<file path="config.mk">
export PLATFORM = sky130hd
export DESIGN_NAME = pad_playback_reader
export DESIGN_NICKNAME = d
export VERILOG_FILES = /design/src/rtl/pad_playback_reader_pkg.sv /design/src/rtl/pad_playback_reader_decoder_4_to_12.sv /design/src/rtl/pad_playback_reader.sv
export SDC_FILE = /design/constraint.sdc
export NUM_CORES = 1
export LEC_CHECK = 0
export ABC_AREA = 0
export CAP_MARGIN = 20
export CELL_PAD_IN_SITES_DETAIL_PLACEMENT = 1
export CELL_PAD_IN_SITES_GLOBAL_PLACEMENT = 1
export CORE_UTILIZATION = 42
export CTS_CLUSTER_SIZE = 30
export DETAILED_ROUTE_END_ITERATION = 12
export PLACE_DENSITY_LB_ADDON = 0.1
export RECOVER_POWER = 25
export SYNTH_ARGS = -nofsm -noshare
export SYNTH_HDL_FRONTEND = slang
export SYNTH_SLANG_ARGS = --single-unit
</file>
<file path="constraint.sdc">
create_clock -name CLK -period 2 [get_ports CLK]
set_input_delay 0.6 -clock CLK [delete_from_list [all_inputs] [get_ports CLK]]
set_output_delay 0.6 -clock CLK [all_outputs]
set_load 0.02 [all_outputs]
</file>
<file path="src/rtl/pad_playback_reader_pkg.sv">
// Shared constants and FSM encoding for the record-mode playback reader.
package pad_playback_reader_pkg;

  localparam int         NUM_KEYS      = 12;
  localparam logic [3:0] CODE_REST_MIN = 4'd12;
  localparam logic [3:0] CODE_END      = 4'd15;

  typedef enum logic [2:0] {
    ST_IDLE  = 3'd0,
    ST_FETCH = 3'd1,
    ST_WAIT  = 3'd2,
    ST_PLAY  = 3'd3,
    ST_NEXT  = 3'd4
  } state_t;

endpackage

</file>
<file path="src/rtl/pad_playback_reader_decoder_4_to_12.sv">
// Inverse of the 12-to-4 key encoder: stored key code back to a one-hot key vector.
module decoder_4_to_12
  import pad_playback_reader_pkg::*;
(
  input  logic [3:0]          code,
  output logic [NUM_KEYS-1:0] onehot,
  output logic                valid
);

  // codes 12..15 are rests / end marker and decode to no key
  always_comb begin
    valid = (code < CODE_REST_MIN);
    if (valid) begin
      onehot = {{(NUM_KEYS-1){1'b0}}, 1'b1} << code;
    end else begin
      onehot = '0;
    end
  end

endmodule

</file>
<file path="src/rtl/pad_playback_reader.sv">
// Replays the recorded key-code sequence from SRAM into the tone player, one
// fixed-length slot per entry, with optional looping.
module pad_playback_reader
  import pad_playback_reader_pkg::*;
#(
  parameter int DEPTH       = 12,
  parameter int ADDR_W      = 4,
  parameter int NOTE_CYCLES = 1000,
  parameter int CNT_W       = 16
) (
  input  logic                CLK,
  input  logic                RST,
  input  logic                Start,
  input  logic                Stop,
  input  logic                Loop_en,
  input  logic                RW_busy,
  output logic [ADDR_W-1:0]   Addr,
  output logic                Rd_en,
  input  logic [3:0]          Rd_data,
  output logic [3:0]          Bin,
  output logic                Note_en,
  output logic [NUM_KEYS-1:0] Note_onehot,
  output logic                Busy,
  output logic                Done
);

  localparam logic [ADDR_W-1:0] LAST_ADDR = ADDR_W'(DEPTH - 1);
  localparam logic [CNT_W-1:0]  CNT_LAST  = CNT_W'(NOTE_CYCLES - 1);

  state_t               state_r, state_s;
  logic [ADDR_W-1:0]    addr_r, addr_s;
  logic [CNT_W-1:0]     cnt_r, cnt_s;
  logic                 rd_en_r, rd_en_s;
  logic [3:0]           bin_r, bin_s;
  logic                 note_en_r, note_en_s;
  logic [NUM_KEYS-1:0]  onehot_r, onehot_s;
  logic                 busy_r, busy_s;
  logic                 done_r, done_s;
  logic                 end_r, end_s;
  logic [NUM_KEYS-1:0]  dec_onehot_s;
  logic                 dec_valid_s;

  decoder_4_to_12 u_decoder (
    .code   (Rd_data),
    .onehot (dec_onehot_s),
    .valid  (dec_valid_s)
  );

  // Next-state and next-output logic; Stop overrides everything outside IDLE.
  // Rd_en is registered, so the read is requested on the transition into the
  // cycle that issues it, letting data arrive in the following WAIT cycle.
  always_comb begin
    state_s   = state_r;
    addr_s    = addr_r;
    cnt_s     = cnt_r;
    rd_en_s   = 1'b0;
    bin_s     = bin_r;
    note_en_s = note_en_r;
    onehot_s  = onehot_r;
    busy_s    = busy_r;
    done_s    = 1'b0;
    end_s     = end_r;
    if ((state_r != ST_IDLE) && Stop) begin
      state_s   = ST_IDLE;
      addr_s    = '0;
      cnt_s     = '0;
      note_en_s = 1'b0;
      onehot_s  = '0;
      busy_s    = 1'b0;
      end_s     = 1'b0;
    end else begin
      case (state_r)
        ST_IDLE: begin
          if (Start) begin
            state_s = ST_FETCH;
            addr_s  = '0;
            busy_s  = 1'b1;
            end_s   = 1'b0;
            rd_en_s = ~RW_busy;
          end else begin
            state_s = ST_IDLE;
          end
        end
        ST_FETCH: begin
          if (rd_en_r) begin
            state_s = ST_WAIT;
          end else if (!RW_busy) begin
            rd_en_s = 1'b1;
          end else begin
            rd_en_s = 1'b0;
          end
        end
        ST_WAIT: begin
          cnt_s = '0;
          if (Rd_data == CODE_END) begin
            end_s   = 1'b1;
            state_s = ST_NEXT;
          end else if (dec_valid_s) begin
            bin_s     = Rd_data;
            onehot_s  = dec_onehot_s;
            note_en_s = 1'b1;
            state_s   = ST_PLAY;
          end else begin
            note_en_s = 1'b0;
            onehot_s  = '0;
            state_s   = ST_PLAY;
          end
        end
        ST_PLAY: begin
          if (cnt_r == CNT_LAST) begin
            state_s   = ST_NEXT;
            cnt_s     = '0;
            note_en_s = 1'b0;
            onehot_s  = '0;
          end else begin
            cnt_s = cnt_r + CNT_W'(1);
          end
        end
        ST_NEXT: begin
          if (end_r || (addr_r == LAST_ADDR)) begin
            done_s = 1'b1;
            end_s  = 1'b0;
            if (Loop_en) begin
              addr_s  = '0;
              state_s = ST_FETCH;
              rd_en_s = ~RW_busy;
            end else begin
              busy_s  = 1'b0;
              state_s = ST_IDLE;
            end
          end else begin
            addr_s  = addr_r + ADDR_W'(1);
            state_s = ST_FETCH;
            rd_en_s = ~RW_busy;
          end
        end
        default: begin
          state_s   = ST_IDLE;
          busy_s    = 1'b0;
          note_en_s = 1'b0;
          onehot_s  = '0;
        end
      endcase
    end
  end

  // State and output registers with asynchronous clear.
  always_ff @(posedge CLK or negedge RST) begin
    if (!RST) begin
      state_r   <= ST_IDLE;
      addr_r    <= '0;
      cnt_r     <= '0;
      rd_en_r   <= 1'b0;
      bin_r     <= 4'd0;
      note_en_r <= 1'b0;
      onehot_r  <= '0;
      busy_r    <= 1'b0;
      done_r    <= 1'b0;
      end_r     <= 1'b0;
    end else begin
      state_r   <= state_s;
      addr_r    <= addr_s;
      cnt_r     <= cnt_s;
      rd_en_r   <= rd_en_s;
      bin_r     <= bin_s;
      note_en_r <= note_en_s;
      onehot_r  <= onehot_s;
      busy_r    <= busy_s;
      done_r    <= done_s;
      end_r     <= end_s;
    end
  end

  assign Addr        = addr_r;
  assign Rd_en       = rd_en_r;
  assign Bin         = bin_r;
  assign Note_en     = note_en_r;
  assign Note_onehot = onehot_r;
  assign Busy        = busy_r;
  assign Done        = done_r;

endmodule

</file>
## Yosys cells after proc, flatten, opt, wreduce, memory -nomap -nowiden

Cells that the tools add are included.

- Register bits after elaboration: 44
- Input port bits: 10
- Output and inout port bits: 24
- Word-level logic and storage cells: 95

- Add/sub/neg operators: 2
- $lt $le $gt $ge: 1
- Eq/ne operators: 17
- Shift operators: 1
- Multiplexer cells: 46
- Bitwise logic cells: 3
- Reductions and logical operators: 15

Operator list:

| cell | number |
|---|---|
| $mux 12 | 4 |
| $pmux 12 s3 | 1 |
| $mux 16 | 2 |
| $pmux 16 s2 | 1 |
| $mux 1 | 23 |
| $ne 3x3->1 const B | 7 |
| $add 16x1->16 const B | 1 |
| $eq 16x10->1 const B | 1 |
| $mux 4 | 4 |
| $mux 3 | 5 |
| $pmux 3 s5 | 1 |
| $pmux 1 s3 | 4 |
| $reduce_and 4->1 | 3 |
| $shl 1x4->12 const A | 1 |
| $reduce_bool 3->1 | 3 |
| $eq 4x4->1 const B | 2 |
| $pmux 4 s2 | 1 |
| $eq 3x2->1 const B | 2 |
| $reduce_and 3->1 | 2 |
| $reduce_or 3->1 | 2 |
| $add 4x1->4 const B | 1 |
| $lt 4x4->1 const B | 1 |
| $ne 2x1->1 const B | 2 |
| $ne 4x4->1 const B | 1 |
| other kinds (8) | 10 |

## Depth between registers and ports, before layout

- Word-level depth: 5
- Gate-level depth with buffers: 7
- Mapped depth without buffers: 5

## By module

A second synthesis with hierarchy kept.

- Cell total of the unflattened synthesis: 220
- Area, all modules: 2403.6 sq um

By module, submodules not included:

| module | instances | cells each | area an instance (sq um) | sequential area each (sq um) |
|---|---|---|---|---|
| pad_playback_reader | 1 | 203 | 2155.8 | 1101.1 |
| decoder_4_to_12 | 1 | 17 | 247.7 | 0.0 |

## Least setup slack after synthesis

No wires, ideal clock.

- Kind: reg2reg
- Start: register addr_r[0], in the netlist Addr[0]
- End: register addr_r[2], in the netlist Addr[2]
- Arrival: 1661 ps
- Setup slack: 213 ps
- Stages on the path, launching flop included: 6
- Path buffers: 0
- Period minus slack after synthesis: 1787 ps
- Path through: dfrtp_1 > ha_1 > and3b_1 > o21bai_2 > o221ai_1 > a221o_1

- Cells in the longest elaborated chain, start to end: 5

Ends and longest elaborated chain:

| element | RTL line | source |
|---|---|---|
| start, declared | pad_playback_reader.sv:31 | `logic [ADDR_W-1:0] addr_r, addr_s;` |
| start signal, assigned | pad_playback_reader.sv:162 | `addr_r <= addr_s;` |
| parallel branches: the longest is 5 deep, another holds $add 4x1->4 | n/a |  |

Several ways; the timed one is not identified.
A chain may end at the register's enable or synchronous reset.

## Worst setup path after layout

- Start: register addr_r[2], in the netlist Addr[2]
- End: output Addr[2]

RTL lines:

| element | RTL line | source |
|---|---|---|
| end, declared | pad_playback_reader.sv:17 | `output logic [ADDR_W-1:0] Addr,` |

No word-level cell between the ends.

==> results by group <==
Setup path
  • Delay-heaviest family, CP: buffers and inverters
  • Slowest stage cell, crit path: clkdlybuf4s50_1
  • FF-to-FF setup slack: 140 ps
  • Critical path class: reg2out
  • FF-to-FF path depth: 6
  • Crit path launch type: register
  • Reg2Reg Launch Point: cnt_r[1]
  • Critical Path Max Stage Delay: ~630 ps
  • CP cell instances: clkdlybuf4s50_1
  • Setup crit end kind: output pin
  • Crit path DAT: 1340 ps
  • CP required: between 1000 and 1500 ps
  • Maximum fanout along the worst path: 6
  • FF-to-FF End: Note_onehot[11]
  • Worst Path Buf+Inv: 1

Layout
  • Layout Nets: 329
  • Layout Utilization: 0.568
  • Fraction of layout cells with a size suffix above 1: 0.248
  • Filler cell count: between 600 and 700
  • Final instance area: roughly 3200 sq um
  • Synth-to-Final Area Change: 28.1%
  • # diodes: 0

Logic synthesis
  • Synth Register Bits: 44
  • Post-synthesis sequential area ratio: 0.443
  • Post-Synth XOR/XNOR Area: 0.00705
  • Top FF cell, synth: dfrtp_1
  • Simple-gate area share of the yosys netlist: 0.239
  • Multiplexer share of the synthesized area: 0.0176
  • EDFF count, synth: 0
  • Net count of the mapped netlist: 265
  • Post-Synthesis Cells: approximately 250
  • Syn Area/Cell: ~10 sq um
  • Largest family of logic cells by synthesized area: simple AND/OR/NAND/NOR gates
  • Synth Area in Compound Gates: 0.214
  • Post-synthesis async set-or-reset flop share: 1.00
  • Library cells used by synthesis: 63
  • Adder-cell share of the synthesized area: 0.0141
  • Mapped cell area: between 2000 and 2500 sq um
  • Ys Warns: 0

STA
  • Slew HR: 0.342
  • Worst Skew: about 11 ps
  • Worst setup margin: about 65 ps
  • Worst Tran Pin Value: 987 ps
  • RSZ-0062 raised after global routing: false
  • Final Max Tran Viols: 0
  • Achievable Freq: 517 MHz
  • Final Hold Fails: 0
  • Final period util: 0.968
  • Final Critical Period: 1940 ps
  • Setup TNS: 0 ps
  • Setup violators final: 0

Placement
  • Hpwl dp: slightly below 5 mm
  • Pre-CTS setup slack: -544 ps
  • DP Area: a little over 3000 sq um
  • Routability cong.: between 0.7 and 0.8
  • Port-buffer cells: 33

Pwr
  • LEAKAGE: 1.39 nW
  • Max IR drop VDD: about 430 uV
  • PD cells: between 800 and 900 nW/um^2

CTS
  • H-tree depth: 2
  • CTS Buf Count: 5
  • Clock transition at path regs: about 90 ps
  • Hold_buf cts: 0
  • Clk_lat worst skew: roughly 290 ps
  • Clock Sink Count: 44
  • Root Buffer: clkbuf_8
  • Worst-case clock buffer depth: 2
  • CTS tree: built

Drt
  • Pre-Repair DR Iteration Count: 4
  • Total Routed Length: between 6 and 7 mm
  • Final ANT Viol Nets: 0
  • WL/cell: around 16 um
  • DRC Markers: 0
  • Vias: between 2000 and 2500
  • Number of vias per cell: 5.58
  • Detailed Route Iter0 Violations: between 100 and 150

Floorplan
  • Core region area: 5610 sq um
  • Chip Width: around 80 um
  • Die Span Y: approximately 79 um
  • Top Ports: 34
  • Initial Utilization: 0.443
  • Die ar.: around 6200 sq um
  • Std cell rows: 27

Status
  • Status: complete, no violations

Global routing
  • GRT Overall Usage: 0.227
  • Initial antenna violation count: 0
  • Via count of the first global-routing pass: about 2300
  • Overflow after GRT: 0
  • Largest net degree at the start of global routing: 29
  • First-pass GRT wire length: 11.1 mm

Min path
  • Hold Path Class: in2async

Job
  • Max-cap violations: 0
-- metrics by stage --
stage / hold WS [ps] / power (W) / instances
3_3_place_gp: 478 / 0.00212 / 382
6_report: 442 / 0.00271 / 390
4_1_cts: 243 / 0.00275 / 390
5_1_grt: 521 / 0.00289 / 390
2_1_floorplan: 304 / 0.00172 / 253
3_5_place_dp: 493 / 0.00216 / 382
-- state kept, by name, summed over array words and instances (netlist names) --
name / count
Bin: 4
end_r: 1
Note_en: 1
cnt_r: 16
Note_onehot: 12
Addr: 4
Rd_en: 1
Done: 1
state_r: 3
Busy: 1
-- layout by cell type, fill, tap and decap left out, drive strengths merged, types with 4 or more instances in the layout --
cell and n:
or3 6, a22o 4, buf 37, nor2b 6
nor3 8, nand3 15, clkbuf 8, inv 17
nand2 17, o21ai 21, clkdlybuf4s50 31, o31ai 4
dfrtp 44, a21oi 10, nor2 20, and3 7
nand4 4
-- cells in the mapped netlist (3+ instances only) --
cell      number  share of area
dfrtp_1       44           0.44
nor2_1        19          0.029
inv_1         17          0.026
nand2_1       17          0.026
nand3_1       15          0.030
o21ai_0       12          0.024
o21ai_2        9          0.032
a21oi_1        8          0.016
and3_1         7          0.018
buf_2          6          0.012
nor2b_1        6          0.015
nor3_1         6          0.012
or3_1          6          0.015
a22o_1         4          0.014
buf_4          4          0.012
o31ai_1        4          0.012
and4_1         3          0.011
buf_6          3          0.014
mux2_2         3          0.014
nand4_1        3         0.0076
o211ai_1       3         0.0091
-- final cells by class --
cell class	instances	area, sq um	share of cell area
clock inverters	2	10.0	0.00314
repair buffers	71	606	0.190
flip-flops and latches	44	1100	0.346
clock buffers	6	82.6	0.0259
multi-input cells	178	1230	0.386
inverters	17	63.8	0.0200
well taps	72	90.1	0.0283
-- cells by family after synthesis --
family          Yosys count
buf+inv                  31
compound gates           67
fa+ha+maj                 3
flops                    44
xor+xnor                  2
mux                       4
simple gates            102
-- routing by layer --
layer,routed length (um),share of wire,up-vias,track usage
li1,-,-,1058,-
met1,2800,0.44,1085,0.283
met2,3370,0.53,29,0.407
met3,151,0.024,5,0.0391
met4,42,0.0066,0,0.0582
met5,0,0,-,0
-- power by group --
| group | switching (W) | internal, W |
|---|---|---|
| Sequential | 0.000100 | 0.00100 |
| Clock | 0.000300 | 0.000276 |
| Combinational | 0.000567 | 0.000465 |
| Total | 0.000967 | 0.00174 |
-- how the worst max path moves through the flow --
stage          startpoint        endpoint  cells past startpoint
2_1_floorplan     Addr[0]         Addr[2]                      5
3_3_place_gp         Stop  Note_onehot[0]                      5
3_5_place_dp         Stop  Note_onehot[0]                      5
4_1_cts           Addr[2]         Addr[2]                      1
5_1_grt               RST         Note_en                      2
6_report          Addr[2]         Addr[2]                      1
-- timing repair --
item | CTS | global route
endpoints found under the setup margin | 29 | 0
setup buffers | 0 | 0
resized for setup | 2 | 0
(Power assumes the default switching activity.)
